## config.mk

```make
export PLATFORM = sky130hd
export DESIGN_NAME = writeback_arbiter
export DESIGN_NICKNAME = d
export VERILOG_FILES = /design/src/rtl/datapath_types.sv /design/src/rtl/writeback_arbiter_rr.sv /design/src/rtl/writeback_arbiter.sv
export SDC_FILE = /design/constraint.sdc
export NUM_CORES = 1
export LEC_CHECK = 0
export ABC_AREA = 0
export BUFFER_PORTS_ARGS = -buffer_cell sky130_fd_sc_hd__buf_2
export CAP_MARGIN = 20
export CORE_MARGIN = 2
export CORE_UTILIZATION = 40
export DETAILED_ROUTE_END_ITERATION = 16
export PLACE_DENSITY_LB_ADDON = 0.1
export SLEW_MARGIN = 30
export SYNTH_ARGS = -nofsm -noshare
export SYNTH_HDL_FRONTEND = slang
export SYNTH_SLANG_ARGS = --single-unit
```

## constraint.sdc

```tcl
create_clock -name CLK -period 4.15 [get_ports CLK]
set_input_delay 0 -clock CLK [delete_from_list [all_inputs] [get_ports CLK]]
set_output_delay 0 -clock CLK [all_outputs]
set_load 0.02 [all_outputs]
```

## src/rtl/datapath_types.sv

```systemverilog
// Shared writeback types: result/index widths, scalar source ids and the holding-buffer entry.
// Also provides the mod-3 source increment used by the round-robin search.
package datapath_types;
    localparam int WB_DATA_W = 32;
    localparam int WB_REG_W  = 5;
    localparam int WB_MREG_W = 4;

    typedef logic [WB_DATA_W-1:0] word_t;
    typedef logic [WB_REG_W-1:0]  regbits_t;
    typedef logic [WB_MREG_W-1:0] matbits_t;

    typedef enum logic [1:0] {
        WB_ALU = 2'd0,
        WB_SLS = 2'd1,
        WB_BFU = 2'd2
    } wb_src_t;

    typedef struct packed {
        logic     valid;
        regbits_t rd;
        word_t    data;
    } wb_entry_t;

    function automatic wb_src_t wb_src_add(input wb_src_t base, input logic [1:0] off);
        logic [2:0] sum;
        logic [2:0] adj;
        sum = {1'b0, base} + {1'b0, off};
        adj = (sum >= 3'd3) ? (sum - 3'd3) : sum;
        return wb_src_t'(adj[1:0]);
    endfunction
endpackage

```

## src/rtl/writeback_arbiter_rr.sv

```systemverilog
// 3-way round-robin arbiter: grant is combinational from requests, pointer moves to winner+1.
// Latency: same-cycle grant; no backpressure of its own (a request simply waits for its turn).
module rr_arbiter3
    import datapath_types::*;
(
    input  logic       i_clk,
    input  logic       i_rst_n,
    input  logic [2:0] i_req,
    output logic [2:0] o_gnt,
    output logic       o_gnt_vld
);
    wb_src_t r_ptr;
    wb_src_t w_sel;

    // Scan farthest-first so the request nearest the pointer is the last assignment and wins.
    always_comb begin
        w_sel     = r_ptr;
        o_gnt_vld = 1'b0;
        for (int k = 2; k >= 0; k--) begin
            if (i_req[wb_src_add(r_ptr, 2'(k))]) begin
                w_sel     = wb_src_add(r_ptr, 2'(k));
                o_gnt_vld = 1'b1;
            end
        end
        o_gnt = o_gnt_vld ? (3'b001 << w_sel) : 3'b000;
    end

    always_ff @(posedge i_clk or negedge i_rst_n) begin
        if (!i_rst_n) begin
            r_ptr <= WB_ALU;
        end else if (o_gnt_vld) begin
            r_ptr <= wb_src_add(w_sel, 2'd1);
        end
    end
endmodule

```

## src/rtl/writeback_arbiter.sv

```systemverilog
// Writeback stage: RR-arbitrated scalar RF write port plus GEMM-first matrix scoreboard-clear port.
// Latency 1 cycle from accept to output; 1-entry buffer per source, ready drops while held and not draining. WB_PERF_EN adds perf counters.
module writeback_arbiter
    import datapath_types::*;
#(
    parameter int DATA_W = WB_DATA_W,
    parameter int REG_W  = WB_REG_W,
    parameter int MREG_W = WB_MREG_W
) (
    input  logic              CLK,
    input  logic              nRST,
    input  logic              alu_valid,
    input  logic [REG_W-1:0]  alu_rd,
    input  logic [DATA_W-1:0] alu_data,
    output logic              alu_ready,
    input  logic              sls_valid,
    input  logic [REG_W-1:0]  sls_rd,
    input  logic [DATA_W-1:0] sls_data,
    output logic              sls_ready,
    input  logic              bfu_valid,
    input  logic [REG_W-1:0]  bfu_rd,
    input  logic [DATA_W-1:0] bfu_data,
    output logic              bfu_ready,
    input  logic              mls_done_valid,
    input  logic [MREG_W-1:0] mls_md,
    output logic              mls_done_ready,
    input  logic              gemm_done_valid,
    input  logic [MREG_W-1:0] gemm_md,
    output logic              gemm_done_ready,
    output logic              rf_wen,
    output logic [REG_W-1:0]  rf_rd,
    output logic [DATA_W-1:0] rf_wdata,
    output logic              mclr_valid,
    output logic [MREG_W-1:0] mclr_idx
`ifdef WB_PERF_EN
    ,
    output logic [31:0]       perf_wb_count,
    output logic [31:0]       perf_conflict_cycles
`endif
);
    wb_entry_t  r_buf [3];
    regbits_t   w_in_rd [3];
    word_t      w_in_dat [3];
    logic [2:0] w_in_vld;
    logic [2:0] w_req;
    logic [2:0] w_gnt;
    logic [2:0] w_drain;
    logic [2:0] w_rdy;
    logic       w_gnt_vld;

    assign w_in_vld    = {bfu_valid, sls_valid, alu_valid};
    assign w_in_rd[0]  = alu_rd;
    assign w_in_rd[1]  = sls_rd;
    assign w_in_rd[2]  = bfu_rd;
    assign w_in_dat[0] = alu_data;
    assign w_in_dat[1] = sls_data;
    assign w_in_dat[2] = bfu_data;

    // x0 results never compete: they leave the buffer on the next edge without a grant.
    always_comb begin
        for (int i = 0; i < 3; i++) begin
            w_req[i]   = r_buf[i].valid && (r_buf[i].rd != '0);
            w_drain[i] = r_buf[i].valid && ((r_buf[i].rd == '0) || w_gnt[i]);
            w_rdy[i]   = !r_buf[i].valid || w_drain[i];
        end
    end

    assign alu_ready = w_rdy[0];
    assign sls_ready = w_rdy[1];
    assign bfu_ready = w_rdy[2];

    rr_arbiter3 u_rr (
        .i_clk     (CLK),
        .i_rst_n   (nRST),
        .i_req     (w_req),
        .o_gnt     (w_gnt),
        .o_gnt_vld (w_gnt_vld)
    );

    always_ff @(posedge CLK or negedge nRST) begin
        if (!nRST) begin
            for (int i = 0; i < 3; i++) r_buf[i] <= '0;
        end else begin
            for (int i = 0; i < 3; i++) begin
                if (w_in_vld[i] && w_rdy[i]) begin
                    r_buf[i] <= '{valid: 1'b1, rd: w_in_rd[i], data: w_in_dat[i]};
                end else if (w_drain[i]) begin
                    r_buf[i].valid <= 1'b0;
                end
            end
        end
    end

    always_comb begin
        rf_rd    = '0;
        rf_wdata = '0;
        for (int i = 0; i < 3; i++) begin
            if (w_gnt[i]) begin
                rf_rd    = r_buf[i].rd;
                rf_wdata = r_buf[i].data;
            end
        end
    end
    assign rf_wen = w_gnt_vld;

    logic       r_mls_vld;
    logic       r_gemm_vld;
    matbits_t   r_mls_md;
    matbits_t   r_gemm_md;
    logic [1:0] r_mls_loss;
    logic       w_gemm_win;
    logic       w_mls_win;

    // GEMM wins unless MLS has already lost two contended cycles back to back.
    assign w_gemm_win      = r_gemm_vld && !(r_mls_vld && (r_mls_loss == 2'd2));
    assign w_mls_win       = r_mls_vld && !w_gemm_win;
    assign gemm_done_ready = !r_gemm_vld || w_gemm_win;
    assign mls_done_ready  = !r_mls_vld || w_mls_win;
    assign mclr_valid      = w_gemm_win || w_mls_win;
    assign mclr_idx        = w_gemm_win ? r_gemm_md : (w_mls_win ? r_mls_md : '0);

    always_ff @(posedge CLK or negedge nRST) begin
        if (!nRST) begin
            r_mls_vld  <= 1'b0;
            r_gemm_vld <= 1'b0;
            r_mls_md   <= '0;
            r_gemm_md  <= '0;
            r_mls_loss <= 2'd0;
        end else begin
            if (gemm_done_valid && gemm_done_ready) begin
                r_gemm_vld <= 1'b1;
                r_gemm_md  <= gemm_md;
            end else if (w_gemm_win) begin
                r_gemm_vld <= 1'b0;
            end
            if (mls_done_valid && mls_done_ready) begin
                r_mls_vld <= 1'b1;
                r_mls_md  <= mls_md;
            end else if (w_mls_win) begin
                r_mls_vld <= 1'b0;
            end
            if (w_mls_win) begin
                r_mls_loss <= 2'd0;
            end else if (r_mls_vld && w_gemm_win) begin
                r_mls_loss <= r_mls_loss + 2'd1;
            end
        end
    end

`ifdef WB_PERF_EN
    logic w_conflict;
    assign w_conflict = (w_req[0] && w_req[1]) || (w_req[0] && w_req[2]) || (w_req[1] && w_req[2]);

    always_ff @(posedge CLK or negedge nRST) begin
        if (!nRST) begin
            perf_wb_count        <= '0;
            perf_conflict_cycles <= '0;
        end else begin
            if (rf_wen && (perf_wb_count != '1)) perf_wb_count <= perf_wb_count + 32'd1;
            if (w_conflict && (perf_conflict_cycles != '1)) perf_conflict_cycles <= perf_conflict_cycles + 32'd1;
        end
    end
`endif
endmodule

```

==> summary.md, run 1 <==
| Metric | Value |
|---|---|
| Outcome | `completed` |
| Xor/xnor share of the synthesized area | `0%` |
| Max-Slew Margin vs Limit | `36.3%` |
| Count of routing violations after the opening detailed-route iteration | `313` |
| Die outline height | `129 um` |
| Biggest fanout along the worst timing path | `74` |
| Clk slew on worst S/H paths | `0.05 ns` |
| Global placer's final weighted congestion | `roughly 0.88` |
| Highest-count cells in the layout ignoring fill and taps | `sky130_fd_sc_hd__buf_2, sky130_fd_sc_hd__dfrtp_1, sky130_fd_sc_hd__dlygate4sd3_1` |
| Worst skew pair latency | `0.41 ns` |
| Starting density of the core | `40.9%` |
| IO Count | `174` |
| Cell Chain, Critical Path | `inv_1, ha_1, nor3b_1, a2111o_1, nand4_1, o41ai_4, inv_2, ha_1, and2_2, buf_4, nand2_1, o31ai_1, buf_2` |
| Post-DP HPWL | `10.6 mm` |
| Path type of the worst min-delay path | `in2async` |
| Simple logic cell fraction of the synthesized area | `5.80%` |
| Worst Max-Slew Pin Slew | `0.956 ns` |
| Kind of cell with the highest combined delay on the critical path | `buffers and inverters` |
| Number of filler cells placed in the layout | `1261` |
| DRC violations left | `0` |
| Adder-cell share of the synthesized area | `0.805%` |
| Via count of the first global-routing pass | `~5400` |
| Mux cell area share after synthesis | `27.4%` |
| MaxCap Viol Count | `0` |
| Unrepaired setup endpoints after global routing | `false` |
| Pin count of the biggest net entering global routing | `91` |
| Total number of vias | `slightly below 5000` |
| Final Max Tran Viols | `0` |
| Leading cell type in the layout, fill and taps excluded | `sky130_fd_sc_hd__buf_2` |
| Most common cell on crit path | `sky130_fd_sc_hd__ha_1` |
| Met2 wire length | `8.25 mm` |
| Area Overhead vs Synth | `46.8%` |
| CTS sink cnt | `between 100 and 150` |
| Ratio of cells with drive above 1 in the final layout | `32.5%` |
| Area enclosed by the die boundary | `16600 um2` |
| Dominant combinational cell family by area after synthesis | `multiplexers` |
| Wire length of the first global-routing pass | `roughly 27 mm` |
| Iteration count of the initial detailed-routing pass | `4` |
| # setup viols final | `0` |
| Number of nets produced by synthesis | `around 600` |
| Ratio of final minimum period to clock period | `87.8%` |
| GRT overflow | `0` |
| Post-CTS setup buffer count | `0` |
| Number of vias per cell after detailed routing | `between 5 and 6` |
| Cells after synthesis | `between 400 and 500` |
| Routed Antenna Nets | `0` |
| CTS buffer count | `17` |
| Mapped Avg Cell Area | `~13 um2` |
| Overall routed net length | `16.7 mm` |
| Fraction of the mapped netlist area in compound gates | `a little under an eighth` |
| Warnings, synthesis | `0` |
| Post-Syn Area | `~6200 um2` |
| H-tree level count | `4` |
| Root cell of the clock tree | `sky130_fd_sc_hd__clkbuf_16` |
| Die width | `129 um` |
| Ant. Diodes | `0` |
| Antenna violations before repair | `0` |
| Yosys cell types | `50` |
| Signal arrival time at the worst endpoint | `3.64 ns` |
| Clk buf depth | `2` |
| Net count of the finished layout | `907` |
| Element type at the critical path start | `flip-flop` |
| Final critical delay including setup and external delays | `3.64 ns` |
| Aggregate global-route resource usage | `21.2%` |
| Peak Freq | `0.274 GHz` |
| Highest-delay cell along the critical path | `sky130_fd_sc_hd__buf_4` |
| Met3 routed wirelength | `approximately 930 um` |
| Buffers plus inverters on the worst setup path | `4` |
| Fin Setup TNS | `0 ns` |
| TritonCTS clock tree | `yes` |
| Total routed wire length on the met1 layer | `about 7.2 mm` |
| Wire length per cell | `roughly 17 um` |
| Count of input and output buffers | `173` |
| Standard-cell rows | `45` |
| Count of state elements after synthesis | `128` |
| Top layer in use | `met4` |
| Core Box Area | `15200 um2` |
| Crit path required time | `4.15 ns` |
| Post-Route Skew | `0.0107 ns` |
| Fin. Hold Viols | `0` |
| Crit path largest cell delay | `0.59 ns` |
| Critical path endpoint category | `primary output` |
| Share of synthesized area occupied by flip-flops and latches | `between 50% and 60%` |
| Critical Setup Path Class | `reg2out` |
state kept, by name, summed over array words and instances (netlist names):
| register | cells |
|---|---|
| r_mls_md | 4 |
| r_mls_loss | 2 |
| r_gemm_vld | 1 |
| u_rr.r_ptr | 2 |
| r_mls_vld | 1 |
| r_buf | 114 |
| r_gemm_md | 4 |
logic make-up (layout without fill, tap and decap cells):
logic type	after synthesis	count (layout)
and+or+nand+nor	77	77
DFF	128	128
buffers and inverters	38	346
AOI/OAI and AO/OA	88	88
adders and majority gates	4	4
muxes	147	147
synth_stat cells, drive strengths merged:
library cell | n | area, um2
o31ai | 40 | 314
o22ai | 3 | 18.8
o221ai | 1 | 8.76
nand3 | 3 | 15.0
a2111o | 1 | 11.3
nor3 | 4 | 20.0
a21bo | 1 | 10.0
or4 | 1 | 11.3
nor2 | 2 | 7.51
nor2b | 1 | 6.26
or3 | 3 | 18.8
inv | 8 | 30.0
mux2i | 38 | 380
nand2 | 47 | 179
o211a | 1 | 10.0
o211ai | 3 | 22.5
o31a | 2 | 17.5
o41ai | 1 | 16.3
clkbuf | 7 | 26.3
o2111ai | 1 | 8.76
dfrtp | 128 | 3200
nor3b | 2 | 15.0
a21boi | 2 | 15.0
o21ai | 7 | 38.8
ha | 4 | 50.1
a21o | 1 | 7.51
or2 | 1 | 6.26
o311ai | 2 | 17.5
nand4 | 1 | 6.26
buf | 23 | 144
a21oi | 3 | 15.0
nand2b | 9 | 56.3
o21bai | 1 | 7.51
a211oi | 2 | 20.0
a32o | 1 | 10.0
a22o | 14 | 123
and2 | 3 | 18.8
a31o | 1 | 8.76
mux2 | 109 | 1320
layout make-up:
cell class / count / area (um2) / area share [%]
Timing Repair Buffer: 306 / 2200 / 24.1
Clock buffer: 23 / 478 / 5.24
Clock inverter: 9 / 155 / 1.70
Inverter: 8 / 30.0 / 0.329
Tap cell: 188 / 235 / 2.58
Sequential cell: 128 / 3200 / 35.1
Multi-Input combinational cell: 316 / 2830 / 31.0
stage by stage:
stage	cells	area (um2)	hold slack, ns	utilization (%)	setup WS, ns
3_3_place_gp	821	7240	0.141	47.6	0.722
6_report	978	9130	0.220	60.0	0.506
4_1_cts	978	9130	0.284	60.0	0.455
2_1_floorplan	482	6220	-0.296	-	0.604
3_5_place_dp	821	7240	0.151	47.6	0.605
5_1_grt	978	9130	0.325	60.0	0.159
repair_timing:
item / CTS / global route
hold endpoints to repair: 213 / 0
resized for setup: 0 / 0
hold buffers: 125 / 0
path summary, 6_finish.rpt:
| check | slack, ns | endpoint | start | depth (start not counted) |
|---|---|---|---|---|
| setup / recovery | 0.51 | rf_rd[0] | u_rr.r_ptr[0]$_DFFE_PN0P_ | 13 |
| hold / removal | 0.22 | r_buf[37]$_DFFE_PN0P_ | nRST | 2 |
| min in group CLK | 0.32 | r_gemm_vld$_DFFE_PN0P_ | gemm_done_valid | 3 |
| hold reg to reg | 0.48 | r_buf[39]$_DFFE_PN0P_ | r_buf[39]$_DFFE_PN0P_ | 1 |
| max in group asynchronous | 2.85 | r_buf[46]$_DFFE_PN0P_ | nRST | 3 |
| setup reg to reg | 0.64 | r_buf[82]$_DFFE_PN0P_ | u_rr.r_ptr[0]$_DFFE_PN0P_ | 12 |
worst register-to-register path, delay by kind of cell, from the launching register on:
family / cells / cell delay [ns]
flip-flops: 1 / 0.34
adder cells (fa/ha/maj): 1 / 0.37
AND/OR/NAND/NOR: 4 / 0.85
buffers and inverters: 3 / 0.70
AO/OA/AOI/OAI: 3 / 0.76
multiplexers: 1 / 0.37
metal layers:
layer / track usage [%] / vias to the layer above
met2: 36.5 / 144
li1: - / 2366
met5: 0 / -
met1: 25.6 / 2443
met4: 7.29 / 0
met3: 5.78 / 21
Power of run 1 is left out: the tool's default activity adds up to more than one toggle a clock period on the data nets, which glitch-free logic cannot reach.
==> run 2: changes to the inputs <==
--- a/config.mk
+++ b/config.mk
@@ -11,7 +11,7 @@
 export CORE_MARGIN = 2
 export CORE_UTILIZATION = 40
 export DETAILED_ROUTE_END_ITERATION = 16
-export PLACE_DENSITY_LB_ADDON = 0.1
+export PLACE_DENSITY_LB_ADDON = 0.3
 export SLEW_MARGIN = 30
 export SYNTH_ARGS = -nofsm -noshare
 export SYNTH_HDL_FRONTEND = slang
==> run 2 against run 1 <==
  * Fmax is 1.9% lower
  * Sequential share of layout area is 0.28 points higher
  * Worst hold slack worse by 0.014 ns
  * Cell count is 0.10% lower
  * Global-route usage hardly changed
  * Die area stayed put
  * Clock skew hardly changed
==> summary.md, run 2 (synthesis gave the netlist of run 1 again) <==
| Metric | Value |
|---|---|
| Critical Setup Path Class | `reg2out` |
| Overall routed net length | `about 17 mm` |
| Routed Antenna Nets | `0` |
| Total number of vias | `5135` |
| Register ranked first by flip-flop count | `r_buf` |
| Element type at the critical path start | `flip-flop` |
| Peak Freq | `0.269 GHz` |
| Ant. Diodes | `0` |
| Outcome | `completed` |
| Cell Chain, Critical Path | `inv_1, ha_1, inv_1, a32o_1, nor3_1, o41ai_4, inv_2, ha_1, and2_2, buf_4, nand2_1, o31ai_1, buf_2` |
| Crit path required time | `roughly 4.2 ns` |
| Post-CTS setup buffer count | `0` |
| H-tree level count | `4` |
| Iteration count of the initial detailed-routing pass | `5` |
| GRT overflow | `0` |
| Signal arrival time at the worst endpoint | `3.71 ns` |
| Number of flip-flops under the largest register name | `114` |
| Starting density of the core | `40.9%` |
| Path type of the worst min-delay path | `in2async` |
| Ratio of final minimum period to clock period | `89.5%` |
| MaxCap Viol Count | `0` |
| Fin. Hold Viols | `0` |
| Core Box Area | `15200 um2` |
| Final Max Tran Viols | `0` |
| Leading cell type in the layout, fill and taps excluded | `sky130_fd_sc_hd__buf_2` |
| Area Overhead vs Synth | `45.7%` |
| TritonCTS clock tree | `yes` |
| Highest-count cells in the layout ignoring fill and taps | `sky130_fd_sc_hd__buf_2, sky130_fd_sc_hd__dfrtp_1, sky130_fd_sc_hd__dlygate4sd3_1` |
| CTS buffer count | `17` |
| Pin count of the biggest net entering global routing | `75` |
| Total routed wire length on the met1 layer | `7.39 mm` |
| Top flop regs | `r_buf (114), r_gemm_md (4), r_mls_md (4)` |
| Aggregate global-route resource usage | `21.1%` |
| Clk slew on worst S/H paths | `0.06 ns` |
| Die width | `129 um` |
| Count of input and output buffers | `173` |
| Die outline height | `129 um` |
| Worst skew pair latency | `0.41 ns` |
| Number of vias per cell after detailed routing | `5.26` |
| Global placer's final weighted congestion | `about 0.91` |
| Biggest fanout along the worst timing path | `74` |
| Worst Max-Slew Pin Slew | `0.964 ns` |
| Net count of the finished layout | `906` |
| Met2 wire length | `between 8 and 9 mm` |
| Met3 routed wirelength | `1.20 mm` |
| DRC violations left | `0` |
| Wire length of the first global-routing pass | `around 27 mm` |
| IO Count | `174` |
| Via count of the first global-routing pass | `5367` |
| Area enclosed by the die boundary | `16600 um2` |
| Post-Route Skew | `approximately 0.011 ns` |
| Ratio of cells with drive above 1 in the final layout | `32.7%` |
| Highest-delay cell along the critical path | `sky130_fd_sc_hd__buf_4` |
| Count of routing violations after the opening detailed-route iteration | `427` |
| Top layer in use | `met4` |
| Max-Slew Margin vs Limit | `35.7%` |
| Root cell of the clock tree | `sky130_fd_sc_hd__clkbuf_16` |
| Critical path endpoint category | `primary output` |
| Wire length per cell | `about 18 um` |
| Fin Setup TNS | `0 ns` |
| # setup viols final | `0` |
| Unrepaired setup endpoints after global routing | `false` |
| CTS sink cnt | `128` |
| Clk buf depth | `2` |
| Antenna violations before repair | `0` |
| Crit path largest cell delay | `around 0.6 ns` |
| Standard-cell rows | `45` |
| Post-DP HPWL | `roughly 11 mm` |
| Final critical delay including setup and external delays | `~3.7 ns` |
## run 2: cell types whose count changed in the layout (fill, tap and decap cells not counted), sizes merged
cell	before	now
buf	181	180
clkinv	4	7
inv	8	9
bufinv	4	1
clkbuf	23	19
clkinvlp	1	4
## run 2: cell type report
type	instances	area (um2)
fillers	1201	6150
flip-flops and latches	128	3200
multi-input cells	316	2830
repair buffers	305	2200
clock buffers	19	443
well taps	188	235
clock inverters	13	115
inverters	8	30.0
## run 2: worst max-delay path, delay by kind of cell, from the launching register on
kind                     cells  cell delay [ns]
AO/OA/AOI/OAI                3             0.52
adder cells (fa/ha/maj)      2             0.60
AND/OR/NAND/NOR              3             0.57
flip-flops                   1             0.38
buffers and inverters        5             1.21
## run 2: per-layer routing
metal  track usage [%]  up-vias
met3              6.53       28
met2              35.6      206
met5                 0        -
li1                  -     2370
met4              5.69        0
met1              26.5     2531
## run 2: timing repair
item,in CTS,in global routing
endpoints found under the hold margin,182,0
hold buffers,125,0
resized for setup,0,0
## run 2: per-stage QoR
stage | util, % | area [um2] | setup WS, ns | hold slack [ns] | instances
detailed placement | 47.7 | 7240 | 0.699 | 0.140 | 820
global route | 59.6 | 9050 | 0.209 | 0.289 | 977
floorplan | - | 6220 | 0.604 | -0.296 | 482
CTS | 59.6 | 9050 | 0.488 | 0.248 | 977
finish | 59.6 | 9050 | 0.437 | 0.206 | 977
global placement | 47.7 | 7240 | 0.824 | 0.115 | 820
## run 2: worst paths after layout
path                       cells past startpoint                 startpoint                     end  slack, ns
max                                           13  u_rr.r_ptr[0]$_DFFE_PN0P_            rf_wdata[16]       0.44
min                                            2                       nRST   r_buf[75]$_DFFE_PN0P_       0.21
max reg2reg                                   13  u_rr.r_ptr[0]$_DFFE_PN0P_   r_buf[35]$_DFFE_PN0P_       0.64
min reg2reg                                    1      r_buf[63]$_DFFE_PN0P_   r_buf[63]$_DFFE_PN0P_       0.48
max in group asynchronous                      3                       nRST  r_buf[113]$_DFFE_PN0P_       3.05
min in group CLK                               3             mls_done_valid   r_mls_vld$_DFFE_PN0P_       0.33
Power of run 2 is left out for the same reason.
